--- src/rtl/keypad_event_if.sv ---
// Event handshake bundle between the keypad controller and the code consumer.
interface keypad_event_if #(
  parameter int unsigned CODE_W = 4
);
  logic [CODE_W-1:0] out_key;
  logic              out_valid;
  logic              out_ready;

  modport master (output out_key, output out_valid, input out_ready);
  modport slave  (input out_key, input out_valid, output out_ready);
endinterface

--- src/rtl/keypad_event_controller.sv ---
// Synchronises, debounces and arbitrates raw key lines into one coded event per press.
// Optional auto-repeat while a key stays held is enabled by defining KEY_REPEAT_EN.
module keypad_event_controller #(
  parameter int unsigned NUM_KEYS        = 9,
  parameter int unsigned CODE_W          = 4,
  parameter int unsigned DEBOUNCE_CYCLES = 16,
  parameter int unsigned REPEAT_DELAY    = 500,
  parameter int unsigned REPEAT_RATE     = 100
) (
  input  logic                clk,
  input  logic                rst,
  input  logic [NUM_KEYS-1:0] in_key,
  output logic                busy,
  keypad_event_if.master      evt
);

  localparam int unsigned SEL_W = (NUM_KEYS > 1) ? $clog2(NUM_KEYS) : 1;
  localparam int unsigned CNT_W = $clog2(DEBOUNCE_CYCLES + 1);

  if (DEBOUNCE_CYCLES < 1 || REPEAT_DELAY < 1 || REPEAT_RATE < 1 ||
      NUM_KEYS >= (2 ** CODE_W)) begin : g_param_check
    $error("keypad_event_controller: invalid parameter set");
  end

  typedef enum logic [1:0] {
    S_IDLE     = 2'd0,
    S_DEBOUNCE = 2'd1,
    S_EMIT     = 2'd2,
    S_HOLD     = 2'd3
  } state_e;

  state_e              state_q;
  logic [NUM_KEYS-1:0] sync1_q;
  logic [NUM_KEYS-1:0] sync_key_q;
  logic [SEL_W-1:0]    sel_q;
  logic [CNT_W-1:0]    cnt_q;
  logic [CODE_W-1:0]   key_q;
  logic                valid_q;
  logic                busy_q;
  logic                any_key_c;
  logic [SEL_W-1:0]    low_idx_c;
  logic                key_hit_c;
  logic [CODE_W-1:0]   sel_code_c;

`ifdef KEY_REPEAT_EN
  localparam int unsigned RPT_MAX = (REPEAT_DELAY > REPEAT_RATE) ? REPEAT_DELAY : REPEAT_RATE;
  localparam int unsigned RPT_W   = $clog2(RPT_MAX + 1);

  logic [RPT_W-1:0] rpt_cnt_q;
  logic             rpt_is_q;
  logic [RPT_W-1:0] rpt_lim_c;

  // First repeat waits the long delay; later ones use the shorter rate.
  assign rpt_lim_c = rpt_is_q ? RPT_W'(REPEAT_RATE - 1) : RPT_W'(REPEAT_DELAY - 1);
`endif

  // Two-flop synchroniser on every raw line.
  always_ff @(posedge clk or posedge rst) begin
    if (rst) begin
      sync1_q    <= '0;
      sync_key_q <= '0;
    end else begin
      sync1_q    <= in_key;
      sync_key_q <= sync1_q;
    end
  end

  // Lowest set index wins arbitration.
  always_comb begin
    any_key_c = 1'b0;
    low_idx_c = '0;
    for (int i = NUM_KEYS - 1; i >= 0; i--) begin
      if (sync_key_q[i]) begin
        any_key_c = 1'b1;
        low_idx_c = SEL_W'(i);
      end
    end
  end

  assign key_hit_c  = sync_key_q[sel_q];
  assign sel_code_c = CODE_W'(sel_q) + CODE_W'(1);

  always_ff @(posedge clk or posedge rst) begin
    if (rst) begin
      state_q   <= S_IDLE;
      sel_q     <= '0;
      cnt_q     <= '0;
      key_q     <= '0;
      valid_q   <= 1'b0;
      busy_q    <= 1'b0;
`ifdef KEY_REPEAT_EN
      rpt_cnt_q <= '0;
      rpt_is_q  <= 1'b0;
`endif
    end else begin
      case (state_q)
        S_IDLE: begin
          if (any_key_c) begin
            sel_q   <= low_idx_c;
            cnt_q   <= '0;
            state_q <= S_DEBOUNCE;
            busy_q  <= 1'b1;
          end
        end
        S_DEBOUNCE: begin
          if (!key_hit_c) begin
            state_q <= S_IDLE;
            busy_q  <= 1'b0;
          end else if (cnt_q == CNT_W'(DEBOUNCE_CYCLES - 1)) begin
            state_q  <= S_EMIT;
            key_q    <= sel_code_c;
            valid_q  <= 1'b1;
`ifdef KEY_REPEAT_EN
            rpt_is_q <= 1'b0;
`endif
          end else begin
            cnt_q <= cnt_q + CNT_W'(1);
          end
        end
        S_EMIT: begin
          // Event is held regardless of key activity until the consumer takes it.
          if (evt.out_ready) begin
            valid_q   <= 1'b0;
            key_q     <= '0;
            cnt_q     <= '0;
            state_q   <= S_HOLD;
`ifdef KEY_REPEAT_EN
            rpt_cnt_q <= '0;
`endif
          end
        end
        S_HOLD: begin
          if (key_hit_c) begin
            cnt_q <= '0;
`ifdef KEY_REPEAT_EN
            if (rpt_cnt_q == rpt_lim_c) begin
              state_q   <= S_EMIT;
              key_q     <= sel_code_c;
              valid_q   <= 1'b1;
              rpt_is_q  <= 1'b1;
              rpt_cnt_q <= '0;
            end else begin
              rpt_cnt_q <= rpt_cnt_q + RPT_W'(1);
            end
`endif
          end else begin
`ifdef KEY_REPEAT_EN
            rpt_cnt_q <= '0;
`endif
            if (cnt_q == CNT_W'(DEBOUNCE_CYCLES - 1)) begin
              state_q <= S_IDLE;
              busy_q  <= 1'b0;
            end else begin
              cnt_q <= cnt_q + CNT_W'(1);
            end
          end
        end
        default: begin
          state_q <= S_IDLE;
          busy_q  <= 1'b0;
        end
      endcase
    end
  end

  assign evt.out_key   = key_q;
  assign evt.out_valid = valid_q;
  assign busy          = busy_q;

endmodule
--- src/flat_wrapper.sv ---
// flat-port wrapper written by rule: the top's interface ports become plain ports
module keypad_event_controller_flat 
#(
  parameter int unsigned NUM_KEYS        = 9,
  parameter int unsigned CODE_W          = 4,
  parameter int unsigned DEBOUNCE_CYCLES = 16,
  parameter int unsigned REPEAT_DELAY    = 500,
  parameter int unsigned REPEAT_RATE     = 100
)
  (clk, rst, in_key, busy, evt_out_key, evt_out_valid, evt_out_ready);
  keypad_event_if #(.CODE_W(CODE_W)) evt_i ();
  input  logic clk;
  input  logic rst;
  input  logic [NUM_KEYS-1:0] in_key;
  output logic busy;
  output wire logic [$bits(evt_i.out_key)-1:0] evt_out_key;
  output wire logic [$bits(evt_i.out_valid)-1:0] evt_out_valid;
  input wire logic [$bits(evt_i.out_ready)-1:0] evt_out_ready;
  assign evt_out_key = evt_i.out_key;
  assign evt_out_valid = evt_i.out_valid;
  assign evt_i.out_ready = evt_out_ready;
  keypad_event_controller #(.NUM_KEYS(NUM_KEYS), .CODE_W(CODE_W), .DEBOUNCE_CYCLES(DEBOUNCE_CYCLES), .REPEAT_DELAY(REPEAT_DELAY), .REPEAT_RATE(REPEAT_RATE)) u_core (.clk(clk), .rst(rst), .in_key(in_key), .busy(busy), .evt(evt_i));
endmodule
--- config.mk ---
export PLATFORM = sky130hd
export DESIGN_NAME = keypad_event_controller_flat
export DESIGN_NICKNAME = d
export VERILOG_FILES = /design/src/rtl/keypad_event_if.sv /design/src/rtl/keypad_event_controller.sv /design/src/flat_wrapper.sv
export SDC_FILE = /design/constraint.sdc
export NUM_CORES = 1
export LEC_CHECK = 0
export ABC_AREA = 0
export BUFFER_PORTS_ARGS = -buffer_cell sky130_fd_sc_hd__buf_2
export CORE_ASPECT_RATIO = 0.75
export CORE_MARGIN = 2
export CORE_UTILIZATION = 55
export DETAILED_ROUTE_END_ITERATION = 16
export GPL_TIMING_DRIVEN = 0
export HOLD_SLACK_MARGIN = 0.1
export PLACE_DENSITY_LB_ADDON = 0.05
export SYNTH_ARGS = -nofsm -noshare
export SYNTH_HDL_FRONTEND = slang
export SYNTH_SLANG_ARGS = --single-unit
--- constraint.sdc ---
create_clock -name clk -period 5.92 [get_ports clk]
set_input_delay 1.48 -clock clk [delete_from_list [all_inputs] [get_ports clk]]
set_output_delay 1.48 -clock clk [all_outputs]
set_load 0.01 [all_outputs]
# Word level (Yosys, flattened, before mapping)
# Index checks and enable logic that the tools add are counted.
[totals] output_inout_bits=6 word_cells=77 reg_bits=35
[classes] addsub=2 muxes=46 eq_ne=12 reduce_logical=8 n_lt_le_gt_ge=1
[ops] operator="$mux 4" count=12
[ops] operator="$mux 5" count=5
[ops] operator="$pmux 5 s4" count=1
[ops] operator="$mux 1" count=17
[ops] operator="$mux 2" count=6
[ops] operator="$reduce_and 5->1" count=2
[ops] operator="$ne 2x1->1 const B" count=4
[ops] operator="$pmux 2 s4" count=1
[ops] operator="$pmux 4 s2" count=1
[ops] operator="$ne 2x2->1 const B" count=3
[ops] operator="$add 5x1->5 const B" count=1
[ops] operator="$eq 5x4->1 const B" count=1
[ops] operator="$lt 4x5->1 const B" count=1
[ops] operator="$add 4x1->4 const B" count=1
[ops] operator="$bmux 1 s4" count=1
[ops] operator="$eq 2x2->1 const B" count=2
[ops] operator="$reduce_and 4->1" count=1
[ops] operator="$ne 3x3->1 const B" count=1
[ops] operator="$pmux 1 s3" count=1
[ops] operator="$reduce_and 3->1" count=1
[ops] operator="$reduce_bool 3->1" count=1
[ops] operator="$eq 2x1->1 const B" count=1
[ops] operator="$logic_not 2->1" count=1
[ops] operator="$pmux 1 s2" count=1
[ops] operator="other kinds (2)" count=2

# Longest topological paths before layout
[logic_depth] depth_word=11 depth_mapped=7 depth_no_buf=6

# Worst setup path after synthesis
# OpenSTA, ideal clock, no wires.
[synth_path] path_kind="input port to flip-flop" startpoint="input port evt_out_ready" endpoint="register u_core.cnt_q[2]" cell_stages=3 slack_ns=3.566 t_arrival_ns=2.260 t_required_ns=5.826 path_cell_list="a211oi_1 -> a21oi_1 -> a221oi_2"
[synth_via] elab_chain_len=2
[synth_lines] element="start, declared" line="flat_wrapper.sv:18" rtl="input wire logic [$bits(evt_i.out_ready)-1:0] evt_out_ready;"
[synth_lines] element="$ne 2x2->1 (no source line)"
[synth_lines] element="$reduce_and 3->1 (no source line)"
[synth_lines] element="end signal, assigned" line="keypad_event_controller.sv:117" rtl="cnt_q <= cnt_q + CNT_W'(1);"
[synth_lines] element="end signal, assigned" line="keypad_event_controller.sv:154" rtl="cnt_q <= cnt_q + CNT_W'(1);"
[synth_lines] element="end, declared" line="keypad_event_controller.sv:36" rtl="logic [CNT_W-1:0] cnt_q;"
# Every way passes these cells.
# A chain may end at the register's enable or synchronous reset.

# Worst setup path in the final report
# Same ends and word-level chain as after synthesis.

==> metrics.md <==
| Metric | Value |
|---|---|
| Max-cap violation count | 0 |
| Global-route wire length before repair | 4.567 mm |
| Min-delay worst type | flop to flop |
| Top Family by Delay on Critical Path | compound AO/OA/AOI/OAI gates |
| Initial Util | 58.85% |
| CTS Buffer Depth | 2 |
| Slowest CP cell | a211oi_1 |
| Netlist cell types | 39 |
| # diodes | 0 |
| Post-route DRC violation count | 0 |
| Final critical-path required period | 2371 ps |
| Setup Crit Path Kind | primary input to flop |
| I/O Buffers | 17 |
| Yosys reg bits | 35 |
| FFs w/ async S/R, synth | 100.0% |
| Setup Viol. Count Final | 0 |
| Number of global-route vias before repair | 960 |
| Slew Limit Fails | 0 |
| Fmax | 421.7 MHz |
| Via count | 1,047 |
| TritonCTS clock tree | done |
| Setup Total Neg Slack | 0 ps |
| Outcome | complete, no violations |
| Clock Skew | 3.029 ps |
| Routed WL | 2.593 mm |
| Number of synthesized flops with an enable pin | 0 |
| Remaining Overflow, GRT | 0 |
| Share of cells above drive strength 1 | 22.93% |
| CP endpoint kind | flop |
| Startpoint Class | primary input |
| Worst path cell trace | buf_2 -> a211oi_1 -> a21oi_1 -> a221oi_2 |
| Buf/Inv on CP | 1 |
| DR iter-0 viols | 78 |
| Core area | 2643 sq um |
| Per-cell routed wire length | 13.44 microns |
| RSZ-0062 raised after global routing | no |
| Tot Pwr | 739.3 uW |
| Routed Antenna Nets | 0 |
| Top post-synthesis cells by area | dfrtp_1, mux2i_1, nand2_1, buf_6, inv_1 |
| Gp weighted congestion | 0.8207 |
| Number of buffers created by CTS | 5 |
| Final period utilization | 40.06% |
| Fin. Hold Viols | 0 |
| I/O Pins | 18 |
| GRT Overall Usage | 19.05% |
| Clk Latency, worst-skew pair | 280 ps |
| Syn Area/Cell | 11.69 sq um |
| Row Count | 16 |
| Leakage | 0.0008161 uW |
| Die Y | 50.05 microns |
| Clock sink count | 35 |
| Yosys warning count | 0 |
| Sequential area share after synthesis | 56.32% |
| Post-synthesis instance total | 133 |
| Hold_buf cts | 0 |
| Predominant post-synthesis flop cell | dfrtp_1 |
| Slew HR | 53.20% |
| Largest fanout on the critical path | 4 |
| Worst-margin pin slew | 701.0 ps |
| Die width | 65.40 microns |
| Final #Nets | 171 |
| Synthesized Nets | 147 |
| Critical Path Max Stage Delay | 510 ps |
| Root Buffer | clkbuf_8 |
| Layout area overhead | 15.21% |
| Worst path arrival time | 2560 ps |
| Post CTS Setup Buffer Count | 0 |
| Power Density | 412.6 nW/um^2 |
| WP data required | 6110 ps |
| Post_cts resized | 0 |
| Cell taking the most area after synthesis | dfrtp_1 |
| Max IR drop VDD | 0.2528 mV |
| Yosys top cell area share | 56.32% |
| Post-DP HPWL | 1.882 mm |
| Mapped Area | 1555 sq um |
| Worst-path clk slew | 70 ps |
| DR vias/cell | 5.425 |
| Die footprint | 3273 sq um |
| DR pass1 iterations | 4 |
| Largest net degree at the start of global routing | 36 |
| CTS H-tree depth | 2 |
| Antenna violations before repair | 0 |
worst reg2reg max path: stages, from the launching register on:
cell and delay, ps:
dfrtp_1 410, nor4_1 530, a31oi_1 210, a211oi_1 530, a21oi_1 180, a221oi_2 280
synth_stat cells (2+ instances only):
cell type	n
nor2_1	6
nand2_1	15
o2111ai_1	4
mux2i_1	8
nor3_1	5
xnor2_1	3
a21oi_1	7
o21ai_0	4
a211oi_1	2
nor4_2	2
dfrtp_1	35
ha_1	2
buf_6	4
inv_1	11
layer usage:
metal	share of wire, %	global-route usage, %	vias to the layer above
met1	48	27.64	497
li1	-	-	519
met2	45	27.04	27
met3	4.7	5.479	4
met5	0	0	-
met4	1.5	7.292	0
worst paths after layout:
kind,from,end,slack (ps),cells after the start
min reg2reg,u_core.sync1_q[6],u_core.sync_key_q[6],350,0
min in group asynchronous,rst,u_core.cnt_q[2],1300,2
max,evt_out_ready,u_core.cnt_q[2],3550,4
max reg2reg,u_core.sync_key_q[5],u_core.cnt_q[2],3670,5
max in group asynchronous,rst,u_core.sync_key_q[2],4160,2
min,u_core.sync1_q[6],u_core.sync_key_q[6],350,0
sequential cells by signal, summed over array words and instances (netlist names), named ones only:
signal                cells
u_core.sel_q              4
u_core.busy               1
u_core.evt.out_key        4
u_core.cnt_q              5
u_core.sync1_q            9
u_core.sync_key_q         9
u_core.state_q            1
u_core.evt.out_valid      1
kinds of logic (layout without fill, tap and decap cells):
kind of cell	count (synthesis)	after routing	share of synthesized area, %
AND/OR/NAND/NOR	36	36	11.99
flip-flops	35	35	56.32
AO/OA/AOI/OAI	30	30	13.92
multiplexers	9	9	6.839
adder cells (fa/ha/maj)	3	3	2.252
buffers and inverters	16	40	6.436
XOR/XNOR	4	4	2.253
cells in the final DEF (no fill, tap or decap), drive strengths merged, types with 2 or more instances in the layout:
master,instances
dfrtp,35
buf,21
nand2,15
inv,11
mux2i,8
a21oi,7
clkbuf,6
nor2,6
nor3,5
o21ai,5
o2111ai,4
xnor2,3
nor4,3
a211oi,3
ha,2
where the power goes:
part | internal (uW) | switching, uW
Sequential | 275 | 30.7
Clock | 123 | 79.9
Combinational | 108 | 123
cell type report:
type | instances | area, sq um
clock inverter | 2 | 37.54
clock buffer | 5 | 68.82
sequential | 35 | 875.8
buffer | 5 | 58.81
inverter | 11 | 41.29
timing repair buffer | 17 | 85.08
fill | 214 | 850.8
multi-input combinational | 82 | 579.3
tap | 36 | 45.04
metrics by stage:
step | setup WS (ps) | instances | hold WS (ps) | utilization, % | instance area [sq um]
2_1_floorplan | 3566 | 133 | 331.2 | - | 1555
3_3_place_gp | 3251 | 186 | 331.0 | 63.78 | 1685
3_5_place_dp | 3213 | 186 | 335.5 | 63.78 | 1685
4_1_cts | 3521 | 193 | 350.8 | 67.80 | 1792
5_1_grt | 3443 | 193 | 358.5 | 67.80 | 1792
6_report | 3549 | 193 | 350.0 | 67.80 | 1792
(Power assumes the default switching activity.)
